`src/rtl/uart_pkg.sv`:
```
// Shared types and constants for the oversampling UART receiver.
// Defining UART_RX_PARITY_EN adds an even-parity bit between data and stop.
package uart_pkg;

  localparam int unsigned OVERSAMPLE_DEF = 8;
  localparam int unsigned DATA_BITS_DEF  = 8;

  // Majority-vote sample points inside a bit, counted in baud_fast ticks
  localparam int unsigned SAMPLE_A    = 2;
  localparam int unsigned SAMPLE_B    = 3;
  localparam int unsigned SAMPLE_C    = 4;
  localparam int unsigned START_CHECK = 3;

  typedef enum logic [2:0] {
    IDLE   = 3'd0,
    START  = 3'd1,
    DATA   = 3'd2,
`ifdef UART_RX_PARITY_EN
    PARITY = 3'd3,
`endif
    STOP   = 3'd4
  } rx_state_t;

  function automatic logic maj3(input logic a, input logic b, input logic c);
    return (a & b) | (a & c) | (b & c);
  endfunction

endpackage

```
`src/rtl/uart_rx_if.sv`:
```
// Serial-in / byte-out bundle of the UART receiver; master is the receiver side.
// parity_err exists only when UART_RX_PARITY_EN is defined.
interface uart_rx_if #(
  parameter int unsigned DATA_BITS = uart_pkg::DATA_BITS_DEF
);

  logic                 baud_fast;
  logic                 rxd;
  logic [DATA_BITS-1:0] data;
  logic                 valid;
  logic                 frame_err;
  logic                 busy;
`ifdef UART_RX_PARITY_EN
  logic                 parity_err;

  modport master (
    input  baud_fast, rxd,
    output data, valid, frame_err, busy, parity_err
  );

  modport slave (
    output baud_fast, rxd,
    input  data, valid, frame_err, busy, parity_err
  );
`else
  modport master (
    input  baud_fast, rxd,
    output data, valid, frame_err, busy
  );

  modport slave (
    output baud_fast, rxd,
    input  data, valid, frame_err, busy
  );
`endif

endinterface

```
`src/rtl/uart_rx_sync2.sv`:
```
// Two-flop synchronizer for a single asynchronous bit, reset to RST_VAL.
module sync2 #(
  parameter logic RST_VAL = 1'b1
) (
  input  logic clk,
  input  logic nreset,
  input  logic d,
  output logic q
);

  logic meta;

  always_ff @(posedge clk or negedge nreset) begin
    if (!nreset) begin
      meta <= RST_VAL;
      q    <= RST_VAL;
    end else begin
      meta <= d;
      q    <= meta;
    end
  end

endmodule

```
`src/rtl/uart_rx.sv`:
```
// Oversampling UART receiver: 3-sample majority per bit, LSB first, one stop bit.
// Define UART_RX_PARITY_EN for an even-parity bit and the parity_err output.
module uart_rx
  import uart_pkg::*;
#(
  parameter int unsigned OVERSAMPLE = OVERSAMPLE_DEF,
  parameter int unsigned DATA_BITS  = DATA_BITS_DEF
) (
  input logic      clk,
  input logic      nreset,
  uart_rx_if.master bus
);

  localparam int unsigned TW = (OVERSAMPLE > 1) ? $clog2(OVERSAMPLE) : 1;
  localparam int unsigned BW = (DATA_BITS > 1) ? $clog2(DATA_BITS) : 1;
  localparam logic [TW-1:0] TICK_LAST = TW'(OVERSAMPLE - 1);
  localparam logic [BW-1:0] BIT_LAST  = BW'(DATA_BITS - 1);

  rx_state_t            state, state_next;
  logic [TW-1:0]        tick_cnt, tick_next;
  logic [BW-1:0]        bit_cnt, bit_next;
  logic [DATA_BITS-1:0] shift, shift_next;
  logic [1:0]           samp, samp_next;
  logic [DATA_BITS-1:0] data_q, data_next;
  logic                 valid_q, valid_next;
  logic                 ferr_q, ferr_next;
  logic                 busy_q, busy_next;
  logic                 rxd_s;
  logic                 bit_maj;
`ifdef UART_RX_PARITY_EN
  logic                 par_bit, par_next;
  logic                 perr_q, perr_next;
`endif

  sync2 #(.RST_VAL(1'b1)) u_sync (
    .clk    (clk),
    .nreset (nreset),
    .d      (bus.rxd),
    .q      (rxd_s)
  );

  // Everything advances on baud_fast only; valid/err pulses self-clear each clk.
  always_comb begin
    state_next = state;
    tick_next  = tick_cnt;
    bit_next   = bit_cnt;
    shift_next = shift;
    samp_next  = samp;
    data_next  = data_q;
    valid_next = 1'b0;
    ferr_next  = 1'b0;
`ifdef UART_RX_PARITY_EN
    par_next   = par_bit;
    perr_next  = 1'b0;
`endif
    bit_maj    = maj3(samp[0], samp[1], rxd_s);

    if (bus.baud_fast) begin
      tick_next = (tick_cnt == TICK_LAST) ? '0 : tick_cnt + TW'(1);
      if (tick_cnt == TW'(SAMPLE_A)) samp_next[0] = rxd_s;
      if (tick_cnt == TW'(SAMPLE_B)) samp_next[1] = rxd_s;

      case (state)
        IDLE: begin
          // The detecting tick is tick 0 of the start bit
          if (rxd_s) tick_next  = '0;
          else       state_next = START;
        end

        START: begin
          // Confirmed at mid-bit; DATA begins on the start bit's last tick so
          // data tick counts stay aligned to bit boundaries.
          if (tick_cnt == TW'(START_CHECK) && rxd_s) begin
            state_next = IDLE;
            tick_next  = '0;
          end else if (tick_cnt == TICK_LAST) begin
            state_next = DATA;
            bit_next   = '0;
          end
        end

        DATA: begin
          if (tick_cnt == TW'(SAMPLE_C)) begin
            shift_next = {bit_maj, shift[DATA_BITS-1:1]};
          end
          if (tick_cnt == TICK_LAST) begin
            if (bit_cnt == BIT_LAST) begin
              bit_next = '0;
`ifdef UART_RX_PARITY_EN
              state_next = PARITY;
`else
              state_next = STOP;
`endif
            end else begin
              bit_next = bit_cnt + BW'(1);
            end
          end
        end

`ifdef UART_RX_PARITY_EN
        PARITY: begin
          if (tick_cnt == TW'(SAMPLE_C)) par_next = bit_maj;
          if (tick_cnt == TICK_LAST) state_next = STOP;
        end
`endif

        STOP: begin
          // Leave at mid-bit so a start edge right after the stop bit is caught
          if (tick_cnt == TW'(SAMPLE_C)) begin
            valid_next = 1'b1;
            ferr_next  = ~bit_maj;
            data_next  = shift;
`ifdef UART_RX_PARITY_EN
            perr_next  = (^shift) ^ par_bit;
`endif
            state_next = IDLE;
            tick_next  = '0;
          end
        end

        default: begin
          state_next = IDLE;
          tick_next  = '0;
        end
      endcase
    end

    busy_next = (state_next != IDLE);
  end

  always_ff @(posedge clk or negedge nreset) begin
    if (!nreset) begin
      state    <= IDLE;
      tick_cnt <= '0;
      bit_cnt  <= '0;
      shift    <= '0;
      samp     <= '0;
      data_q   <= '0;
      valid_q  <= 1'b0;
      ferr_q   <= 1'b0;
      busy_q   <= 1'b0;
`ifdef UART_RX_PARITY_EN
      par_bit  <= 1'b0;
      perr_q   <= 1'b0;
`endif
    end else begin
      state    <= state_next;
      tick_cnt <= tick_next;
      bit_cnt  <= bit_next;
      shift    <= shift_next;
      samp     <= samp_next;
      data_q   <= data_next;
      valid_q  <= valid_next;
      ferr_q   <= ferr_next;
      busy_q   <= busy_next;
`ifdef UART_RX_PARITY_EN
      par_bit  <= par_next;
      perr_q   <= perr_next;
`endif
    end
  end

  assign bus.data      = data_q;
  assign bus.valid     = valid_q;
  assign bus.frame_err = ferr_q;
  assign bus.busy      = busy_q;
`ifdef UART_RX_PARITY_EN
  assign bus.parity_err = perr_q;
`endif

endmodule

```
`src/flat_wrapper.sv`:
```
// flat-port wrapper written by rule: the top's interface ports become plain ports
module uart_rx_flat import uart_pkg::*;
#(
  parameter int unsigned OVERSAMPLE = OVERSAMPLE_DEF,
  parameter int unsigned DATA_BITS  = DATA_BITS_DEF
)
  (clk, nreset, bus_baud_fast, bus_rxd, bus_data, bus_valid, bus_frame_err, bus_busy);
  uart_rx_if #(.DATA_BITS(DATA_BITS)) bus_i ();
  input logic clk;
  input logic nreset;
  input wire logic [$bits(bus_i.baud_fast)-1:0] bus_baud_fast;
  input wire logic [$bits(bus_i.rxd)-1:0] bus_rxd;
  output wire logic [$bits(bus_i.data)-1:0] bus_data;
  output wire logic [$bits(bus_i.valid)-1:0] bus_valid;
  output wire logic [$bits(bus_i.frame_err)-1:0] bus_frame_err;
  output wire logic [$bits(bus_i.busy)-1:0] bus_busy;
  assign bus_i.baud_fast = bus_baud_fast;
  assign bus_i.rxd = bus_rxd;
  assign bus_data = bus_i.data;
  assign bus_valid = bus_i.valid;
  assign bus_frame_err = bus_i.frame_err;
  assign bus_busy = bus_i.busy;
  uart_rx #(.OVERSAMPLE(OVERSAMPLE), .DATA_BITS(DATA_BITS)) u_core (.clk(clk), .nreset(nreset), .bus(bus_i));
endmodule
```
`config.mk`:
```
export PLATFORM = sky130hd
export DESIGN_NAME = uart_rx_flat
export DESIGN_NICKNAME = d
export VERILOG_FILES = /design/src/rtl/uart_pkg.sv /design/src/rtl/uart_rx_if.sv /design/src/rtl/uart_rx_sync2.sv /design/src/rtl/uart_rx.sv /design/src/flat_wrapper.sv
export SDC_FILE = /design/constraint.sdc
export NUM_CORES = 1
export LEC_CHECK = 0
export CAP_MARGIN = 30
export CORE_MARGIN = 2
export CORE_UTILIZATION = 25
export CTS_BUF_LIST = sky130_fd_sc_hd__clkbuf_8 sky130_fd_sc_hd__clkbuf_16
export DETAILED_ROUTE_END_ITERATION = 8
export GPL_TIMING_DRIVEN = 0
export PLACE_DENSITY = 0.49
export SYNTH_ARGS = -nofsm -noshare
export SYNTH_HDL_FRONTEND = slang
export SYNTH_HIERARCHICAL = 1
export SYNTH_SLANG_ARGS = --single-unit
```
`constraint.sdc`:
```
create_clock -name clk -period 2.3 [get_ports clk]
set_clock_uncertainty 0.2 [all_clocks]
set_input_delay 0.46 -clock clk [delete_from_list [all_inputs] [get_ports clk]]
set_output_delay 0.46 -clock clk [all_outputs]
set_load 0.01 [all_outputs]
```
# ---- Yosys cells after proc, flatten, opt, wreduce, memory -nomap -nowiden
# Cells that the tools add are included.
# W data, S select, Z words.
dict set report totals {
  in_bits 4
  out_inout_bits 11
  ff_bits 32
  wordCells 64
}
dict set report classes {
  mux 24
  reduce_logical 9
  addsub 2
  n_bitwise 6
  n_eq_ne 11
}
# cell count
set op_table {}
lappend op_table {{$mux W3} 15}
lappend op_table {{$pmux W3 S4} 2}
lappend op_table {{$eq A3 B3 Y1 const B} 4}
lappend op_table {{$eq A3 B2 Y1 const B} 3}
lappend op_table {{$add A3 B1 Y3 const B} 2}
lappend op_table {{$mux W1} 6}
lappend op_table {{$pmux W3 S2} 1}
lappend op_table {{$reduce_and A3 Y1} 2}
lappend op_table {{$reduce_and A5 Y1} 1}
lappend op_table {{$ne A2 B1 Y1 const B} 2}
lappend op_table {{$reduce_and A2 Y1} 2}
lappend op_table {{$and A1 B1 Y1} 3}
lappend op_table {{$eq A3 B1 Y1 const B} 1}
lappend op_table {{$logic_not A3 Y1} 1}
lappend op_table {{$reduce_bool A3 Y1} 1}
lappend op_table {{$ne A2 B2 Y1 const B} 1}
lappend op_table {{$or A1 B1 Y1} 2}
lappend op_table {{$reduce_bool A2 Y1} 1}
lappend op_table {{$logic_and A1 B1 Y1} 1}
lappend op_table {{$not A1 Y1} 1}

# ---- Longest topological paths before layout
dict set report depth {
  depth_word 7
  depth_mapped 6
  mapped_depth_nobuf 6
}

# ---- Hierarchy
# Netlist, hierarchy kept.
# module area_per_inst_um2 cells_per_inst instances
set modules_own_cells {}
lappend modules_own_cells {uart_rx 1498.9 123 1}
lappend modules_own_cells {sync2 52.6 2 1}

# ---- Worst setup path after synthesis
# Ideal clock, no wire load.
dict set report synth_timing {
  kind {register to register}
  startpoint {reg u_core.tick_cnt[1]}
  endpoint {reg u_core.bit_cnt[0]}
  slack_ps 350
  path_buffers 0
  period_less_slack_ps 1950
  setup_time_ps 128
  path_stages_with_launch 7
  arrival_time_ps 1623
  cell_sequence {dfrtp_1 > ha_1 > ha_1 > a21bo_4 > mux2i_4 > nand4_2 > mux2_1}
}
dict set report synth_between {
  elab_chain_len 4
  word_cells_on_any_way 7
  cone_classes {5 x eq/ne; 2 x reduce/logical}
}
# item line
set synth_rtl {}
lappend synth_rtl {{start: declaration} uart_rx.sv:20} ;# logic [TW-1:0] tick_cnt, tick_next;
lappend synth_rtl {{start signal: assignment} uart_rx.sv:148} ;# tick_cnt <= tick_next;
lappend synth_rtl {{$eq A3 B2 Y1} uart_rx.sv:73} ;# if (tick_cnt == TW'(START_CHECK) && rxd_s) begin
lappend synth_rtl {{$logic_and A1 B1 Y1} uart_rx.sv:73}
lappend synth_rtl {{$ne A2 B2 Y1 (no source line)} --}
lappend synth_rtl {{$reduce_and A5 Y1 (no source line) (*)} --}
lappend synth_rtl {{end signal: assignment} uart_rx.sv:149} ;# bit_cnt <= bit_next;
lappend synth_rtl {{end: declaration} uart_rx.sv:21} ;# logic [BW-1:0] bit_cnt, bit_next;
# Every way passes the cells marked *; elsewhere a longest branch is shown, timed or not.
# A chain may end at the register's enable or synchronous reset.

# ---- Worst setup path after layout
dict set report layout_timing {
  startpoint {reg u_core.tick_cnt[0]}
  endpoint {reg u_core.bit_cnt[1]}
}
# Same word-level chain as after synthesis.

==> flow_metrics.py <==
metrics = {
    "worst_setup_path": {
        "cp-end-kind": "flip-flop",
        "start_kind": "flip-flop",
        "cpMostUsedCell": "ha_1",
        "critPathMaxStageDelay_ps": 390,
        "worst_path_max_delay_cell": "dfrtp_1",
        "r2r_setup_slack_ps": 190,
        "worstPathMaxFanout": 3,
        "crit_required_ps": 2260,
        "crit_type": "reg2reg",
        "cp.arrival_ps": 2070,
        "path_cells": "ha_1 > ha_1 > a21bo_4 > mux2i_4 > nand4_2 > mux2_1",
    },
    "placed_design": {
        "hpwl_mm": 2.03,
        "port_buffers": 13,
        "dpl_worst_slack_ps": 208,
        "place.gp.congestion": 0.827,
    },
    "timing": {
        "max_freq_mhz": 475,
        "rsz0062_at_grt": "no",
        "hold_ws_ps": 20.4,
        "finalHoldViolCount": 0,
        "drv_slew": 0,
        "tightest_slew_ps": 709,
        "min_period_over_period": 0.915,
        "setup_viol": 0,
        "setup_tns_ps": 0,
        "relSlewSlack": 0.527,
        "fin_ws_ps": 194,
        "period_needed_ps": 2110,
    },
    "synth": {
        "avgSynthCellArea_um2": 12.4,
        "synth-simple-area-share": 0.0984,
        "ys_seq_area_frac": 0.518,
        "synth_xor_area_frac": 0,
        "ys.flop_type": "dfrtp_1",
        "synthAdderAreaFrac": 0.0710,
        "synth_top_family_by_area": "multiplexers",
        "synth_compound_area_frac": 0.0984,
        "yosys_warnings": 6,
        "synth_top_cell_by_area": "dfrtp_1",
        "synth_area_leaders": "dfrtp_1, mux2_2, ha_1",
        "synth_enable_flop_cells": 0,
        "synth_area_mm2": 0.00155,
        "netlist.area_leader.share": 0.484,
        "synthDistinctLibCells": 37,
        "synthArstFlopShare": 1.00,
        "syn-num-nets": 137,
        "syn_inst": 125,
        "synth_mux_area_frac": 0.166,
        "synth_seq_cells": 32,
    },
    "routing": {
        "ant_nets": 0,
        "via_per_inst": 4.57,
        "drtPass1Iterations": 4,
        "drc": 0,
        "vias": 1009,
        "wl_per_cell_um": 12.7,
        "drt-total-wl_mm": 2.82,
        "drtIter0Drc": 74,
    },
    "power_and_ir_drop": {
        "switchingPower_uw": 404,
        "sw_frac_of_total": 0.274,
        "pwr-share-seq": 0.449,
        "clockPowerShare": 0.357,
        "power.density_mw_per_mm2": 785,
        "power.leakage_nw": 0.895,
        "combPwrFrac": 0.195,
        "ir_drop_mv": 0.273,
        "p_int_mw": 1.07,
    },
    "cts": {
        "htreeDepth": 2,
        "cts_root_buffer": "clkbuf_8",
        "clk_path_buf_depth": 2,
        "holdBufCountCts": 0,
        "clk_pin_slew_ps": 70,
        "numCtsBuffers": 5,
        "clk-insertion-delay-late_ps": 280,
        "post_cts.repair.setup_buffers": 0,
        "tritoncts": "done",
        "cts_num_sinks": 32,
        "cts.repair.resized": 0,
    },
    "finish": {
        "num_antenna_cells": 0,
        "register_area_um2": 803,
        "nFillCells": 601,
        "final_common_cell": "dfrtp_1",
        "fin_nets": 157,
        "layout_common_cells": "dfrtp_1, mux2_2, clkdlybuf4s50_1, inv_1, ha_1",
        "multi_input_area_um2": 673,
        "syn2layout_area_growth_pct": 21.3,
        "drive_above_1_share": 0.274,
    },
    "floorplan": {
        "io_pins": 15,
        "die_width_um": 82.8,
        "initial_core_util": 0.261,
        "die-area_mm2": 0.00685,
        "die_h_um": 82.8,
        "num_rows": 28,
        "fp.coreArea_mm2": 0.00596,
    },
    "grt": {
        "grt_pass1_wl_mm": 4.91,
        "grt-ovfl-total": 0,
        "antenna_found_initial": 0,
        "grt_pass1_vias": 1038,
        "grt_max_degree": 33,
        "grt_usage": 0.0973,
    },
    "outcome": {
        "status": "completed",
    },
    "min_path": {
        "hold_path_class": "in2async",
    },
    "run": {
        "cap_violations": 0,
    },
}
## worst max-delay path, delay by kind of cell, from the launching register on
family | cells | cell delay [ps]
compound gates | 1 | 250
fa+ha+maj | 2 | 500
flops | 1 | 390
mux | 2 | 470
simple gates | 1 | 170
## per-stage QoR
step	utilization	std cells	instance area, um2	power (mW)
2_1_floorplan	-	125	1550	0.876
3_3_place_gp	0.298	213	1780	0.943
3_5_place_dp	0.297	213	1770	0.961
4_1_cts	0.316	221	1880	1.50
5_1_grt	0.316	221	1880	1.57
6_report	0.316	221	1880	1.48
## sequential cells by signal, indices dropped and copies added, names as in the netlist
signal                cells
u_core/tick_cnt           3
u_core/bus.valid          1
u_core/bus.busy           1
u_core/u_sync/meta        1
u_core/shift              8
u_core/state              3
u_core/bit_cnt            3
u_core/bus.data           8
u_core/samp               2
u_core/bus.frame_err      1
u_core/u_sync/q           1
## worst paths after layout
path | startpoint | end | cells past startpoint
worst max-delay path | u_core/tick_cnt[0] | u_core/bit_cnt[1] | 6
worst min-delay path | nreset | u_core/tick_cnt[0] | 1
worst max register to register | u_core/tick_cnt[0] | u_core/bit_cnt[1] | 6
worst min register to register | u_core/u_sync/meta | u_core/u_sync/q | 0
max in group asynchronous | nreset | u_core/bus.data[5] | 1
min in group clk | u_core/u_sync/meta | u_core/u_sync/q | 0
## area by class of cell
class | instances | share of cell area
Sequential cell | 32 | 0.427
Multi-Input combinational cell | 76 | 0.358
Timing Repair Buffer | 13 | 0.0665
Tap cell | 75 | 0.0499
Clock buffer | 5 | 0.0366
Clock inverter | 3 | 0.0226
Inverter | 11 | 0.0219
Buffer | 6 | 0.0180
## power by group through the flow
stage | logic (mW) | clock network [mW] | registers [mW]
floorplan | 0.212 | 0 | 0.665
global placement | 0.275 | 0 | 0.668
detailed placement | 0.288 | 0 | 0.674
CTS | 0.291 | 0.544 | 0.663
global route | 0.323 | 0.578 | 0.670
finish | 0.288 | 0.526 | 0.662
## metal layers
layer  vias to the layer above  wire length (um)  track usage
met5                         -                 0            0
met4                         0                72       0.0541
met3                         5                74       0.0260
met2                        15              1460        0.168
met1                       507              1210        0.109
li1                        482                 -            -
## cell families (layout without fill, tap and decap cells)
| logic type | Yosys count | in the layout |
|---|---|---|
| buffers and inverters | 17 | 38 |
| adder cells (fa/ha/maj) | 9 | 9 |
| AND/OR/NAND/NOR | 24 | 24 |
| multiplexers | 22 | 22 |
| AO/OA/AOI/OAI | 21 | 21 |
| flip-flops | 32 | 32 |
## Yosys cell counts, types with 2 or more instances
cell type and n:
o22ai_1 2, dfrtp_1 30, mux2_2 18, nor3b_1 2
nand2_1 3, nor3_1 4, o21ai_1 2, dfstp_2 2
nor2_1 2, buf_2 3, o21ai_0 4, a21oi_1 3
mux2_1 2, nand4_2 2, inv_1 11, ha_1 8
and3_1 2, nand2b_1 2, buf_4 2, o32ai_1 3
o211ai_1 2
No activity file was read; power rests on OpenSTA's default activity.
